$ cat config.mk
export PLATFORM = sky130hd
export DESIGN_NAME = regfile_port_sched_flat
export DESIGN_NICKNAME = d
export VERILOG_FILES = /design/src/rtl/regfile_port_sched_if.sv /design/src/rtl/regfile_port_sched.sv /design/src/flat_wrapper.sv
export SDC_FILE = /design/constraint.sdc
export NUM_CORES = 1
export LEC_CHECK = 0
export ABC_CLOCK_PERIOD_IN_PS = 3400
export CORE_ASPECT_RATIO = 1.5
export CORE_MARGIN = 2
export CORE_UTILIZATION = 36
export DETAILED_ROUTE_END_ITERATION = 16
export PLACE_DENSITY = 0.81
export SLEW_MARGIN = 15
export SYNTH_ARGS = -nofsm -noshare
export SYNTH_HDL_FRONTEND = slang
export SYNTH_SLANG_ARGS = --single-unit
$ cat constraint.sdc
create_clock -name i_clk -period 3.4 [get_ports i_clk]
set_clock_uncertainty 0.05 [all_clocks]
set_input_delay 0.68 -clock i_clk [delete_from_list [all_inputs] [get_ports i_clk]]
set_output_delay 0.68 -clock i_clk [all_outputs]
set_load 0.05 [all_outputs]
$ cat src/rtl/regfile_port_sched_if.sv
// Core, debug and Regfile signals seen by regfile_port_sched.
// The slave modport is the scheduler's view; master is the surrounding logic.
interface regfile_port_sched_if #(
  parameter int DATA_WIDTH = 32,
  parameter int ADDR_WIDTH = 5
);
  logic [ADDR_WIDTH-1:0] i_coreRs1Addr;
  logic [ADDR_WIDTH-1:0] i_coreRs2Addr;
  logic [ADDR_WIDTH-1:0] i_coreRdAddr;
  logic [DATA_WIDTH-1:0] i_coreRdData;
  logic                  i_coreWrEn;
  logic                  o_coreStall;
  logic                  o_initDone;

  logic [ADDR_WIDTH-1:0] o_rs1Addr;
  logic [ADDR_WIDTH-1:0] o_rs2Addr;
  logic [ADDR_WIDTH-1:0] o_rdAddr;
  logic [DATA_WIDTH-1:0] o_rdData;
  logic                  o_wrEn;
  logic [DATA_WIDTH-1:0] i_rs1Data;

  logic                  i_dbgReq;
  logic                  i_dbgWe;
  logic [ADDR_WIDTH-1:0] i_dbgAddr;
  logic [DATA_WIDTH-1:0] i_dbgWdata;
  logic                  o_dbgAck;
  logic [DATA_WIDTH-1:0] o_dbgRdata;

  modport slave (
    input  i_coreRs1Addr, i_coreRs2Addr, i_coreRdAddr, i_coreRdData, i_coreWrEn,
    input  i_rs1Data, i_dbgReq, i_dbgWe, i_dbgAddr, i_dbgWdata,
    output o_coreStall, o_initDone, o_rs1Addr, o_rs2Addr, o_rdAddr, o_rdData, o_wrEn,
    output o_dbgAck, o_dbgRdata
  );

  modport master (
    output i_coreRs1Addr, i_coreRs2Addr, i_coreRdAddr, i_coreRdData, i_coreWrEn,
    output i_rs1Data, i_dbgReq, i_dbgWe, i_dbgAddr, i_dbgWdata,
    input  o_coreStall, o_initDone, o_rs1Addr, o_rs2Addr, o_rdAddr, o_rdData, o_wrEn,
    input  o_dbgAck, o_dbgRdata
  );
endinterface

$ cat src/rtl/regfile_port_sched.sv
// Regfile port arbiter: clears all registers after reset, then shares the ports between core and debug.
// Latency: debug read acks 3 cycles after being seen in IDLE, uncontended debug write acks next cycle.
// Backpressure: o_coreStall holds the core during clear, debug reads, and starved debug writes.
module regfile_port_sched #(
  parameter int DATA_WIDTH   = 32,
  parameter int ADDR_WIDTH   = 5,
  parameter int STARVE_LIMIT = 8
) (
  input logic                 i_clk,
  input logic                 i_rst,
  regfile_port_sched_if.slave bus
);
  localparam int SW = $clog2(STARVE_LIMIT + 1);

  typedef enum logic [2:0] {CLEAR, IDLE, DBG_RD, DBG_CAP, DBG_DONE} state_t;

  state_t                state, nextState;
  logic [ADDR_WIDTH-1:0] clrCnt;
  logic [SW-1:0]         starveCnt;
  logic                  initDone, dbgAck;
  logic [DATA_WIDTH-1:0] dbgRdata;

  logic                  dbgWrReq, starved, dbgWrGrant, clrLast;
  logic [ADDR_WIDTH-1:0] rs1Addr, rs2Addr, rdAddr;
  logic [DATA_WIDTH-1:0] rdData;
  logic                  wrEn, stall;

  assign dbgWrReq   = bus.i_dbgReq & bus.i_dbgWe;
  assign starved    = (starveCnt == SW'(STARVE_LIMIT));
  assign dbgWrGrant = (state == IDLE) & dbgWrReq & (~bus.i_coreWrEn | starved);
  assign clrLast    = (clrCnt == {ADDR_WIDTH{1'b1}});

  always_ff @(posedge i_clk or posedge i_rst) begin
    if (i_rst) state <= CLEAR;
    else       state <= nextState;
  end

  always_comb begin
    nextState = state;
    case (state)
      CLEAR:    if (clrLast) nextState = IDLE;
      IDLE: begin
        if (bus.i_dbgReq && !bus.i_dbgWe) nextState = DBG_RD;
        else if (dbgWrGrant)              nextState = DBG_DONE;
      end
      DBG_RD:   nextState = DBG_CAP;
      DBG_CAP:  nextState = DBG_DONE;
      DBG_DONE: nextState = IDLE;
      default:  nextState = CLEAR;
    endcase
  end

  always_comb begin
    rs1Addr = bus.i_coreRs1Addr;
    rs2Addr = bus.i_coreRs2Addr;
    rdAddr  = bus.i_coreRdAddr;
    rdData  = bus.i_coreRdData;
    wrEn    = 1'b0;
    stall   = 1'b0;
    case (state)
      CLEAR: begin
        rdAddr = clrCnt;
        rdData = '0;
        wrEn   = 1'b1;
        stall  = 1'b1;
      end
      IDLE: begin
        if (dbgWrGrant) begin
          // A starved grant steals the port from a live core write, so the core must hold it.
          rdAddr = bus.i_dbgAddr;
          rdData = bus.i_dbgWdata;
          wrEn   = (bus.i_dbgAddr != '0);
          stall  = bus.i_coreWrEn;
        end else begin
          wrEn   = bus.i_coreWrEn & (bus.i_coreRdAddr != '0);
        end
      end
      DBG_RD: begin
        rs1Addr = bus.i_dbgAddr;
        stall   = 1'b1;
      end
      DBG_CAP:  stall = 1'b1;
      DBG_DONE: wrEn  = bus.i_coreWrEn & (bus.i_coreRdAddr != '0);
      default:  stall = 1'b1;
    endcase
  end

  always_ff @(posedge i_clk or posedge i_rst) begin
    if (i_rst) begin
      clrCnt    <= '0;
      starveCnt <= '0;
      initDone  <= 1'b0;
      dbgAck    <= 1'b0;
      dbgRdata  <= '0;
    end else begin
      if (state == CLEAR) clrCnt <= clrCnt + 1'b1;
      if (state == CLEAR && clrLast) initDone <= 1'b1;
      dbgAck <= (nextState == DBG_DONE);
      if (state == DBG_CAP) dbgRdata <= bus.i_rs1Data;
      if (!bus.i_dbgReq || dbgWrGrant)
        starveCnt <= '0;
      else if (state == IDLE && dbgWrReq && bus.i_coreWrEn)
        starveCnt <= starveCnt + 1'b1;
    end
  end

  assign bus.o_rs1Addr   = rs1Addr;
  assign bus.o_rs2Addr   = rs2Addr;
  assign bus.o_rdAddr    = rdAddr;
  assign bus.o_rdData    = rdData;
  assign bus.o_wrEn      = wrEn;
  assign bus.o_coreStall = stall;
  assign bus.o_initDone  = initDone;
  assign bus.o_dbgAck    = dbgAck;
  assign bus.o_dbgRdata  = dbgRdata;
endmodule

$ cat src/flat_wrapper.sv
// flat-port wrapper written by rule: the top's interface ports become plain ports
module regfile_port_sched_flat 
#(
  parameter int DATA_WIDTH   = 32,
  parameter int ADDR_WIDTH   = 5,
  parameter int STARVE_LIMIT = 8
)
  (i_clk, i_rst, bus_i_coreRs1Addr, bus_i_coreRs2Addr, bus_i_coreRdAddr, bus_i_coreRdData, bus_i_coreWrEn, bus_i_rs1Data, bus_i_dbgReq, bus_i_dbgWe, bus_i_dbgAddr, bus_i_dbgWdata, bus_o_coreStall, bus_o_initDone, bus_o_rs1Addr, bus_o_rs2Addr, bus_o_rdAddr, bus_o_rdData, bus_o_wrEn, bus_o_dbgAck, bus_o_dbgRdata);
  regfile_port_sched_if #(.DATA_WIDTH(DATA_WIDTH), .ADDR_WIDTH(ADDR_WIDTH)) bus_i ();
  input logic i_clk;
  input logic i_rst;
  input wire logic [$bits(bus_i.i_coreRs1Addr)-1:0] bus_i_coreRs1Addr;
  input wire logic [$bits(bus_i.i_coreRs2Addr)-1:0] bus_i_coreRs2Addr;
  input wire logic [$bits(bus_i.i_coreRdAddr)-1:0] bus_i_coreRdAddr;
  input wire logic [$bits(bus_i.i_coreRdData)-1:0] bus_i_coreRdData;
  input wire logic [$bits(bus_i.i_coreWrEn)-1:0] bus_i_coreWrEn;
  input wire logic [$bits(bus_i.i_rs1Data)-1:0] bus_i_rs1Data;
  input wire logic [$bits(bus_i.i_dbgReq)-1:0] bus_i_dbgReq;
  input wire logic [$bits(bus_i.i_dbgWe)-1:0] bus_i_dbgWe;
  input wire logic [$bits(bus_i.i_dbgAddr)-1:0] bus_i_dbgAddr;
  input wire logic [$bits(bus_i.i_dbgWdata)-1:0] bus_i_dbgWdata;
  output wire logic [$bits(bus_i.o_coreStall)-1:0] bus_o_coreStall;
  output wire logic [$bits(bus_i.o_initDone)-1:0] bus_o_initDone;
  output wire logic [$bits(bus_i.o_rs1Addr)-1:0] bus_o_rs1Addr;
  output wire logic [$bits(bus_i.o_rs2Addr)-1:0] bus_o_rs2Addr;
  output wire logic [$bits(bus_i.o_rdAddr)-1:0] bus_o_rdAddr;
  output wire logic [$bits(bus_i.o_rdData)-1:0] bus_o_rdData;
  output wire logic [$bits(bus_i.o_wrEn)-1:0] bus_o_wrEn;
  output wire logic [$bits(bus_i.o_dbgAck)-1:0] bus_o_dbgAck;
  output wire logic [$bits(bus_i.o_dbgRdata)-1:0] bus_o_dbgRdata;
  assign bus_i.i_coreRs1Addr = bus_i_coreRs1Addr;
  assign bus_i.i_coreRs2Addr = bus_i_coreRs2Addr;
  assign bus_i.i_coreRdAddr = bus_i_coreRdAddr;
  assign bus_i.i_coreRdData = bus_i_coreRdData;
  assign bus_i.i_coreWrEn = bus_i_coreWrEn;
  assign bus_i.i_rs1Data = bus_i_rs1Data;
  assign bus_i.i_dbgReq = bus_i_dbgReq;
  assign bus_i.i_dbgWe = bus_i_dbgWe;
  assign bus_i.i_dbgAddr = bus_i_dbgAddr;
  assign bus_i.i_dbgWdata = bus_i_dbgWdata;
  assign bus_o_coreStall = bus_i.o_coreStall;
  assign bus_o_initDone = bus_i.o_initDone;
  assign bus_o_rs1Addr = bus_i.o_rs1Addr;
  assign bus_o_rs2Addr = bus_i.o_rs2Addr;
  assign bus_o_rdAddr = bus_i.o_rdAddr;
  assign bus_o_rdData = bus_i.o_rdData;
  assign bus_o_wrEn = bus_i.o_wrEn;
  assign bus_o_dbgAck = bus_i.o_dbgAck;
  assign bus_o_dbgRdata = bus_i.o_dbgRdata;
  regfile_port_sched #(.DATA_WIDTH(DATA_WIDTH), .ADDR_WIDTH(ADDR_WIDTH), .STARVE_LIMIT(STARVE_LIMIT)) u_core (.i_clk(i_clk), .i_rst(i_rst), .bus(bus_i));
endmodule
==> reports/results.tsv <==
stage	metric	value	unit
worst_hold_path	worstHoldPathType	reg -> reg	
logic_synthesis	synth_edf_count	0	
detailed_routing	drt_iter0_drc	105	
sta	maxSlewViolCount	0	
sta	worst_pin_slew	0.9385	ns
logic_synthesis	netlist_area	3037	µm²
sta	fin_tns_setup	0	ns
die	rows	41	
clocking	clock_latency	0.28	ns
clocking	cts_root_buf	clkbuf_16	
detailed_routing	wl	9917	µm
grt	overflow	0	
logic_synthesis	syn_area_per_cell	12.05	µm²
clocking	cts.htree.levels	2	
placed_design	portBuffers	193	
finish	area_delta_synth_final	75.98	%
clocking	cts_hold_buf	0	
worst_setup_path	crit_type	in -> out	
die	num_io_pins	204	
logic_synthesis	synthCells	252	
logic_synthesis	syn_nets	377	
sta	setup_viol	0	
logic_synthesis	yosys_register_bits	46	
logic_synthesis	yosysWarnings	0	
grt	grt_pass1_vias	2868	
finish	drive_gt1_frac	0.3318	
pwr	leakagePower	2.408	nW
finish	n_antenna_cell	0	
worst_setup_path	required	2.67	ns
grt	antenna_found_initial	0	
clocking	cts_tree	built	
logic_synthesis	yosysMostFrequentCell	dfrtp_1	
clocking	cts.sinks	46	
sta	slew_headroom	0.3734	
logic_synthesis	synth_top_area_cell	dfrtp_1	
detailed_routing	drc	0	
clocking	cts_buffer_depth	2	
logic_synthesis	synth_cell_type_count	38	
detailed_routing	dr.pass1.iters	4	
sta	timing.final.crit_share	0.9839	
detailed_routing	vias	2844	
die	dieArea	9201	µm²
detailed_routing	post_drt_wl_per_cell	18.03	µm
logic_synthesis	synth_flop_cell	dfrtp_1	
finish	multi_input_area	1713	µm²
die	start_util	0.3654	
detailed_routing	vias_per_cell	5.171	
pwr	p_total	5.570	mW
worst_setup_path	worstPathArrival	2.62	ns
placed_design	dp_cells	538	
die	die_w	78.99	µm
outcome	outcome	complete, no violations	
logic_synthesis	yosys-top-cells-area	dfrtp_1 (38%), mux2_2 (17%), mux2_4 (13%)	
worst_setup_path	cp-end-kind	output port	
finish	instances_no_fill	550	
detailed_routing	ant_nets	0	
finish	fin_nets	567	
placed_design	place_hpwl	7437	µm
sta	layout_min_cycle_time	3.345	ns
grt	grt_max_degree	47	
pwr	power_density	1042	nW/µm²
logic_synthesis	synth_commonest_cells	dfrtp_1 (46), mux2_2 (45), a22o_1 (32)	
sta	holdWs	0.4395	ns
worst_setup_path	critPathLaunchType	primary input	
worst_setup_path	cp_max_fo	8	
flow_run	cap_violations	0	
grt	grt.total_usage	0.1930	
grt	grt_first_pass_wirelength	14060	µm
logic_synthesis	seq_area_frac_synth	0.3791	
pwr	ir_drop	849.4	µV
sta	fmax	298.9	MHz
die	core	8310	µm²
logic_synthesis	synthArstFlopShare	1.000	
finish	post-route-util	0.6430	
finish	n_fill_cell	642	
placed_design	place_congestion	0.7889	
finish	regArea	1151	µm²
clocking	cts_buffers	5	
clocking	path_clk_slew	0.06	ns
die	dieHeight	116.5	µm
logic_synthesis	synth_top_area_frac	0.3791	
sta	hold_viol_final	0	
timing repair:
| action | CTS | global route |
|---|---|---|
| resized for setup | 6 | 9 |
| cloned | 1 | 2 |
| setup buffers | 0 | 1 |
| pin swaps | 1 | 1 |
| setup endpoints to repair | 24 | 32 |
routing by layer:
layer  GRT usage  up-vias  wire length (µm)
li1            -     1310                 -
met3     0.06878       12               947
met5           0        -                 0
met2      0.3684      143              5317
met4     0.04023        0               159
met1      0.2020     1379              3492
state kept, by name (all words and copies together), names as in the netlist:
register / flops
u_core.starveCnt: 4
u_core.clrCnt: 5
u_core.bus.o_dbgRdata: 32
u_core.bus.o_dbgAck: 1
u_core.state: 3
u_core.bus.o_initDone: 1
path summary, 6_finish.rpt:
kind                                            end                  start  slack [ns]  cells after the start
min reg2reg                   u_core.bus.o_initDone  u_core.bus.o_initDone        0.44                      1
max reg2reg                     u_core.starveCnt[0]    u_core.starveCnt[0]        1.40                      7
max in group asynchronous          u_core.clrCnt[1]                  i_rst        1.83                      2
min in group asynchronous  u_core.bus.o_dbgRdata[8]                  i_rst        0.88                      2
max                                 bus_o_rdData[2]         bus_i_coreWrEn        0.05                      6
min                           u_core.bus.o_initDone  u_core.bus.o_initDone        0.44                      1
report_power, final:
group,switching [mW],leakage [nW],internal (mW)
combinational,2.45,1.76,1.54
clock,0.192,0.0971,0.441
sequential,0.163,0.552,0.792
stage by stage:
stage / cell area [µm²] / setup slack [ns]
global placement: 5007 / 0.02690
finish: 5344 / 0.05467
CTS: 5253 / 0.0005149
global route: 5344 / -0.0002498
detailed placement: 5007 / -0.01250
floorplan: 3037 / 0.4956
cell families after synthesis:
family,share of synthesized area
flops,0.3791
mux,0.3053
fa+ha+maj,0.01648
xor+xnor,0.02019
buf+inv,0.06180
simple gates,0.07376
compound gates,0.1434
cell usage in the layout, fill, tap and decap left out, types with 2 or more instances in the layout:
master,Yosys,layout
clkdlybuf4s50_1,0,147
a22oi_1,3,3
mux2i_1,3,3
buf_12,2,8
ha_1,4,3
nand2_1,7,6
nor3_1,2,2
inv_1,7,6
buf_4,6,38
and3_1,2,2
clkbuf_16,0,7
mux2_4,26,26
dlymetal6s2s_1,0,2
nor2_1,10,10
and4b_1,3,3
dfrtp_1,46,46
o22ai_1,2,2
or3_1,2,2
mux2_2,45,45
a21oi_1,7,7
buf_6,2,9
o21ai_0,3,3
bufinv_16,0,2
a21o_1,2,2
xnor2_1,7,7
nand4_1,2,2
a22o_1,32,31
critical path, stage by stage:
cell and delay [ns]:
clkdlybuf4s50_1 0.45, a2111o_2 0.58, clkbuf_16 0.22, mux2_2 0.28, a22o_1 0.20, buf_4 0.19
area by class of cell:
type | count | share of cell area
Clock buffer | 6 | 0.02599
Multi-Input combinational cell | 175 | 0.3205
Timing Repair Buffer | 207 | 0.3969
Sequential cell | 46 | 0.2154
Tap cell | 107 | 0.02505
Inverter | 7 | 0.004917
Clock inverter | 2 | 0.01124
(Power assumes the default switching activity.)
